$ cat src/rtl/if_stage.sv
// Instruction-fetch stage: owns the PC, addresses the instruction memory and
// loads the returned word into the IF/ID pipeline register. Handles stall,
// flush, redirect, out-of-range fetch protection and a delivered-instruction count.
module if_stage #(
    parameter logic [31:0] RESET_PC   = 32'h0000_0000,
    parameter int unsigned IMEM_BYTES = 128,
    parameter logic [31:0] NOP_INSTR  = 32'h0000_0000
) (
    input  logic        clk,
    input  logic        rst,
    output logic [6:0]  im_addr,
    input  logic [31:0] im_instr,
    input  logic        stall,
    input  logic        flush,
    input  logic        redirect,
    input  logic [31:0] redirect_pc,
    output logic [31:0] pc,
    output logic [31:0] ifid_instr,
    output logic [31:0] ifid_pc,
    output logic [31:0] ifid_pc4,
    output logic        ifid_valid,
    output logic        fetch_err,
    output logic [31:0] fetch_count
);

    localparam logic [31:0] LAST_WORD_ADDR = 32'(IMEM_BYTES - 4);

    logic [31:0] pc_q, pc_d;
    logic [31:0] instr_q, instr_d;
    logic [31:0] ifpc_q, ifpc_d;
    logic [31:0] ifpc4_q, ifpc4_d;
    logic        valid_q, valid_d;
    logic        err_q, err_d;
    logic [31:0] count_q, count_d;

    logic [31:0] pc_plus4;
    logic        fetch_legal;

    assign pc_plus4    = pc_q + 32'd4;
    assign fetch_legal = (pc_q[1:0] == 2'b00) && (pc_q <= LAST_WORD_ADDR);

    // Next-state selection in priority order: redirect, stall+flush, stall,
    // then normal fetch where an illegal pc holds and flags the error.
    // A flush at an illegal pc behaves as the illegal normal case (pc holds,
    // error flagged) since the bubble it inserts is identical either way.
    always_comb begin
        pc_d    = pc_q;
        instr_d = instr_q;
        ifpc_d  = ifpc_q;
        ifpc4_d = ifpc4_q;
        valid_d = valid_q;
        err_d   = err_q;
        count_d = count_q;
        if (redirect) begin
            pc_d    = redirect_pc;
            instr_d = NOP_INSTR;
            valid_d = 1'b0;
        end else if (stall && flush) begin
            instr_d = NOP_INSTR;
            valid_d = 1'b0;
        end else if (stall) begin
            // hold everything
        end else if (!fetch_legal) begin
            instr_d = NOP_INSTR;
            valid_d = 1'b0;
            err_d   = 1'b1;
        end else if (flush) begin
            pc_d    = pc_plus4;
            instr_d = NOP_INSTR;
            valid_d = 1'b0;
        end else begin
            pc_d    = pc_plus4;
            instr_d = im_instr;
            ifpc_d  = pc_q;
            ifpc4_d = pc_plus4;
            valid_d = 1'b1;
            count_d = count_q + 32'd1;
        end
    end

    // State registers with asynchronous reset.
    always_ff @(posedge clk or posedge rst) begin
        if (rst) begin
            pc_q    <= RESET_PC;
            instr_q <= NOP_INSTR;
            ifpc_q  <= '0;
            ifpc4_q <= '0;
            valid_q <= 1'b0;
            err_q   <= 1'b0;
            count_q <= '0;
        end else begin
            pc_q    <= pc_d;
            instr_q <= instr_d;
            ifpc_q  <= ifpc_d;
            ifpc4_q <= ifpc4_d;
            valid_q <= valid_d;
            err_q   <= err_d;
            count_q <= count_d;
        end
    end

    assign im_addr     = pc_q[6:0];
    assign pc          = pc_q;
    assign ifid_instr  = instr_q;
    assign ifid_pc     = ifpc_q;
    assign ifid_pc4    = ifpc4_q;
    assign ifid_valid  = valid_q;
    assign fetch_err   = err_q;
    assign fetch_count = count_q;

endmodule

$ cat config.mk
export PLATFORM = sky130hd
export DESIGN_NAME = if_stage
export DESIGN_NICKNAME = d
export VERILOG_FILES = /design/src/rtl/if_stage.sv
export SDC_FILE = /design/constraint.sdc
export NUM_CORES = 1
export LEC_CHECK = 0
export ABC_AREA = 0
export BUFFER_PORTS_ARGS = -buffer_cell sky130_fd_sc_hd__buf_2
export CELL_PAD_IN_SITES_DETAIL_PLACEMENT = 0
export CELL_PAD_IN_SITES_GLOBAL_PLACEMENT = 2
export CORE_MARGIN = 2
export CORE_UTILIZATION = 29
export CTS_BUF_LIST = sky130_fd_sc_hd__clkbuf_2 sky130_fd_sc_hd__clkbuf_4 sky130_fd_sc_hd__clkbuf_8
export DETAILED_ROUTE_END_ITERATION = 16
export PLACE_DENSITY = 0.86
export SYNTH_ARGS = -nofsm -noshare
export SYNTH_HDL_FRONTEND = slang
export SYNTH_SLANG_ARGS = --single-unit
$ cat constraint.sdc
create_clock -name clk -period 5.3 [get_ports clk]
set_clock_uncertainty 0.1 [all_clocks]
set_input_delay 0.795 -clock clk [delete_from_list [all_inputs] [get_ports clk]]
set_output_delay 0.795 -clock clk [all_outputs]
set_load 0.05 [all_outputs]
==> qor.csv <==
stage,metric,value,unit
clock_tree,H-tree depth,4,
floorplanning,DIE HEIGHT,150.6,µm
worst_setup_path,crit-path max cell delay,770,ps
global_routing,largest net degree at the start of global routing,78,
worst_setup_path,"Max FO, Critical Path",72,
logic_synthesis,register area share after synthesis,64.21,%
logic_synthesis,Yosys reg bits,160,
clock_tree,clock root cell,clkbuf_8,
logic_synthesis,Cells after Synth,455,
hold_path,worst hold path class,in -> async,
floorplanning,die footprint,22690,µm²
global_routing,number of global-route vias before repair,4244,
power,leakage power,4.362,nW
worst_setup_path,R2R depth,5,
global_routing,GRT overflow,0,
clock_tree,# Post-CTS Setup Buffers,0,
place,gp weighted congestion,0.6977,
route,DRT antenna net count,0,
worst_setup_path,"Max stage delay cell, worst path",nor2_4,
timing,RSZ-0062 raised after global routing,false,
clock_tree,hold buffers post-CTS,0,
route,routed vias,4297,
global_routing,initial antenna violation count,2,
timing,worst relative slew slack,40.03,%
worst_setup_path,r2r setup slk,2430,ps
logic_synthesis,Syn. warnings,0,
logic_synthesis,Post-Syn Area,6236,µm²
final_layout,Final Cell Area,8066,µm²
floorplanning,IO Pins,238,
clock_tree,TritonCTS Buffers,17,
logic_synthesis,"Async S/R FF share, synth",100.0,%
final_layout,"commonest cells after routing, fill and taps aside","buf_2 (237), dfrtp_1 (160), nor2b_1 (52)",
route,WL final,14970,µm
flow_run,max cap viols,0,
worst_setup_path,critical path endpoint category,register,
timing,worst slew pin tran,897.5,ps
worst_setup_path,CP Cell Sequence,"nor4_1, nand4_2, nor2_4, buf_12, a22o_1",
logic_synthesis,syn nets,526,
outcome,status,completed,
place,DP Wirelength,10400,µm
worst_setup_path,WP data arrival,3150,ps
logic_synthesis,ys flop type,dfrtp_1,
route,1st-iter DRT viols,147,
worst_setup_path,Setup crit start,pc[30]$_DFFE_PP0P_,
logic_synthesis,post-synth top area share,64.21,%
clock_tree,CTS tree,built,
final_layout,n_diodes,0,
worst_setup_path,Crit Path Category,reg -> reg,
clock_tree,Worst-path clk slew,100,ps
place,count of input and output buffers,237,
worst_setup_path,R2R Path Start,pc[30]$_DFFE_PP0P_,
clock_tree,clk buf depth,2,
route,Vias/cell,4.425,
route,DRC,0,
timing,Max Freq,0.3486,GHz
logic_synthesis,cell taking the most area after synthesis,dfrtp_1,
global_routing,GRT Total Usage,13.23,%
logic_synthesis,post-synth cell types,37,
worst_setup_path,critical path startpoint category,register,
timing,Final period util,54.13,%
logic_synthesis,Mean Syn Cell Area,13.71,µm²
clock_tree,CTS Sinks,160,
logic_synthesis,Area contributors post-synth,"dfrtp_1 (64%), mux2_2 (6.1%), nor2b_1 (5.2%)",
power,Power Density,310.6,nW/µm²
power,VDD IR max,147.1,µV
global_routing,first-pass GRT wire length,23210,µm
place,placed instance area,7629,µm²
floorplanning,Die Width,150.6,µm
timing,post-route minimum period,2869,ps
clock_tree,clk_lat worst skew,450,ps
floorplanning,Initial Utilization,29.57,%
worst_setup_path,Crit path required time,5580,ps
route,Routed WL per cell,15.42,µm
timing,Final Max Tran Viols,0,
worst_setup_path,capture point of the worst reg-to-reg path,ifid_instr[29]$_DFFE_PP0P_,
final_layout,"most common cell after layout, fill and taps aside",buf_2,
final_layout,Layout area overhead,29.35,%
route,Pre-antenna DRT Iters,4,
floorplanning,Std-Cell Rows,53,
timing,final hold vios,0,
final_layout,share of layout cells above drive strength 1,46.26,%
clock_tree,post-CTS sizing,0,
timing,final setup TNS,0,ps
floorplanning,Core Region,21090,µm²
final_layout,final net count,754,
logic_synthesis,"EDFF count, synth",0,
timing,final setup vio count,0,
sequential cells by signal, summed over array words and instances, names as in the netlist:
signal and cells:
fetch_count 32, fetch_err 1, ifid_instr 32, ifid_pc 32, ifid_pc4 30, ifid_valid 1, pc 32
Yosys cell counts (5+ instances only):
library cell    n
xnor2_1        35
and3_1          8
buf_2           5
a21oi_1         5
nand3_1        14
nor2b_1        52
dfrtp_1       160
nand2_1        15
a22o_1         32
nor4_2          5
nand4_1        14
clkbuf_1       12
mux2_2         34
nor2_1          7
buf_4          13
worst max-delay path by stage:
stage,slack (ps),end,cells past startpoint
2_1_floorplan,90,fetch_count[0]$_DFFE_PP0P_,1
3_3_place_gp,1990,ifid_instr[0]$_DFFE_PP0P_,6
3_5_place_dp,1950,ifid_instr[23]$_DFFE_PP0P_,6
4_1_cts,2330,ifid_instr[18]$_DFFE_PP0P_,5
5_1_grt,2150,ifid_instr[18]$_DFFE_PP0P_,5
6_report,2430,ifid_instr[29]$_DFFE_PP0P_,5
cell families after synthesis:
group / Yosys count / synth area share [%]
XOR/XNOR: 39 / 5.477
AO/OA/AOI/OAI: 44 / 5.618
AND/OR/NAND/NOR: 138 / 14.51
buffers and inverters: 36 / 3.290
adder cells (fa/ha/maj): 2 / 0.4012
flip-flops: 160 / 64.21
multiplexers: 36 / 6.501
area by class of cell:
cell class                      instances  area [µm²]
Inverter                                4       20.02
Tap cell                              275       344.1
Clock inverter                         14       190.2
Timing Repair Buffer                  241        1229
Fill cell                            2101       13020
Sequential cell                       160        4004
Clock buffer                           18       247.7
Multi-Input combinational cell        259        2032
layer usage:
| metal | global-route usage (%) | up-vias | part of all wire [%] |
|---|---|---|---|
| li1 | - | 2023 | - |
| met3 | 5.273 | 17 | 8.1 |
| met2 | 19.41 | 148 | 45 |
| met5 | 0 | - | 0.14 |
| met1 | 17.84 | 2105 | 45 |
| met4 | 4.346 | 4 | 1.2 |
where the power goes:
part	total [mW]	internal (mW)	switching, mW
Clock	0.994	0.496	0.498
Combinational	0.239	0.0680	0.171
Sequential	1.27	1.24	0.0294
stage by stage:
step	setup slack [ps]	std cells	power (mW)	hold slack, ps	utilization (%)
6_report	2431	971	2.506	361.9	38.25
5_1_grt	2149	971	2.618	390.2	38.25
4_1_cts	2327	971	2.556	333.0	38.25
3_5_place_dp	1954	939	1.541	365.4	36.18
3_3_place_gp	1994	939	1.540	354.0	36.18
2_1_floorplan	85.08	455	1.469	448.7	-
worst max-delay path, delay by kind of cell (launching register included):
family	cells	cell delay, ps
flops	1	400
compound gates	1	200
buf+inv	1	370
simple gates	3	1700
Note: power is estimated with default switching activity, not from simulation.
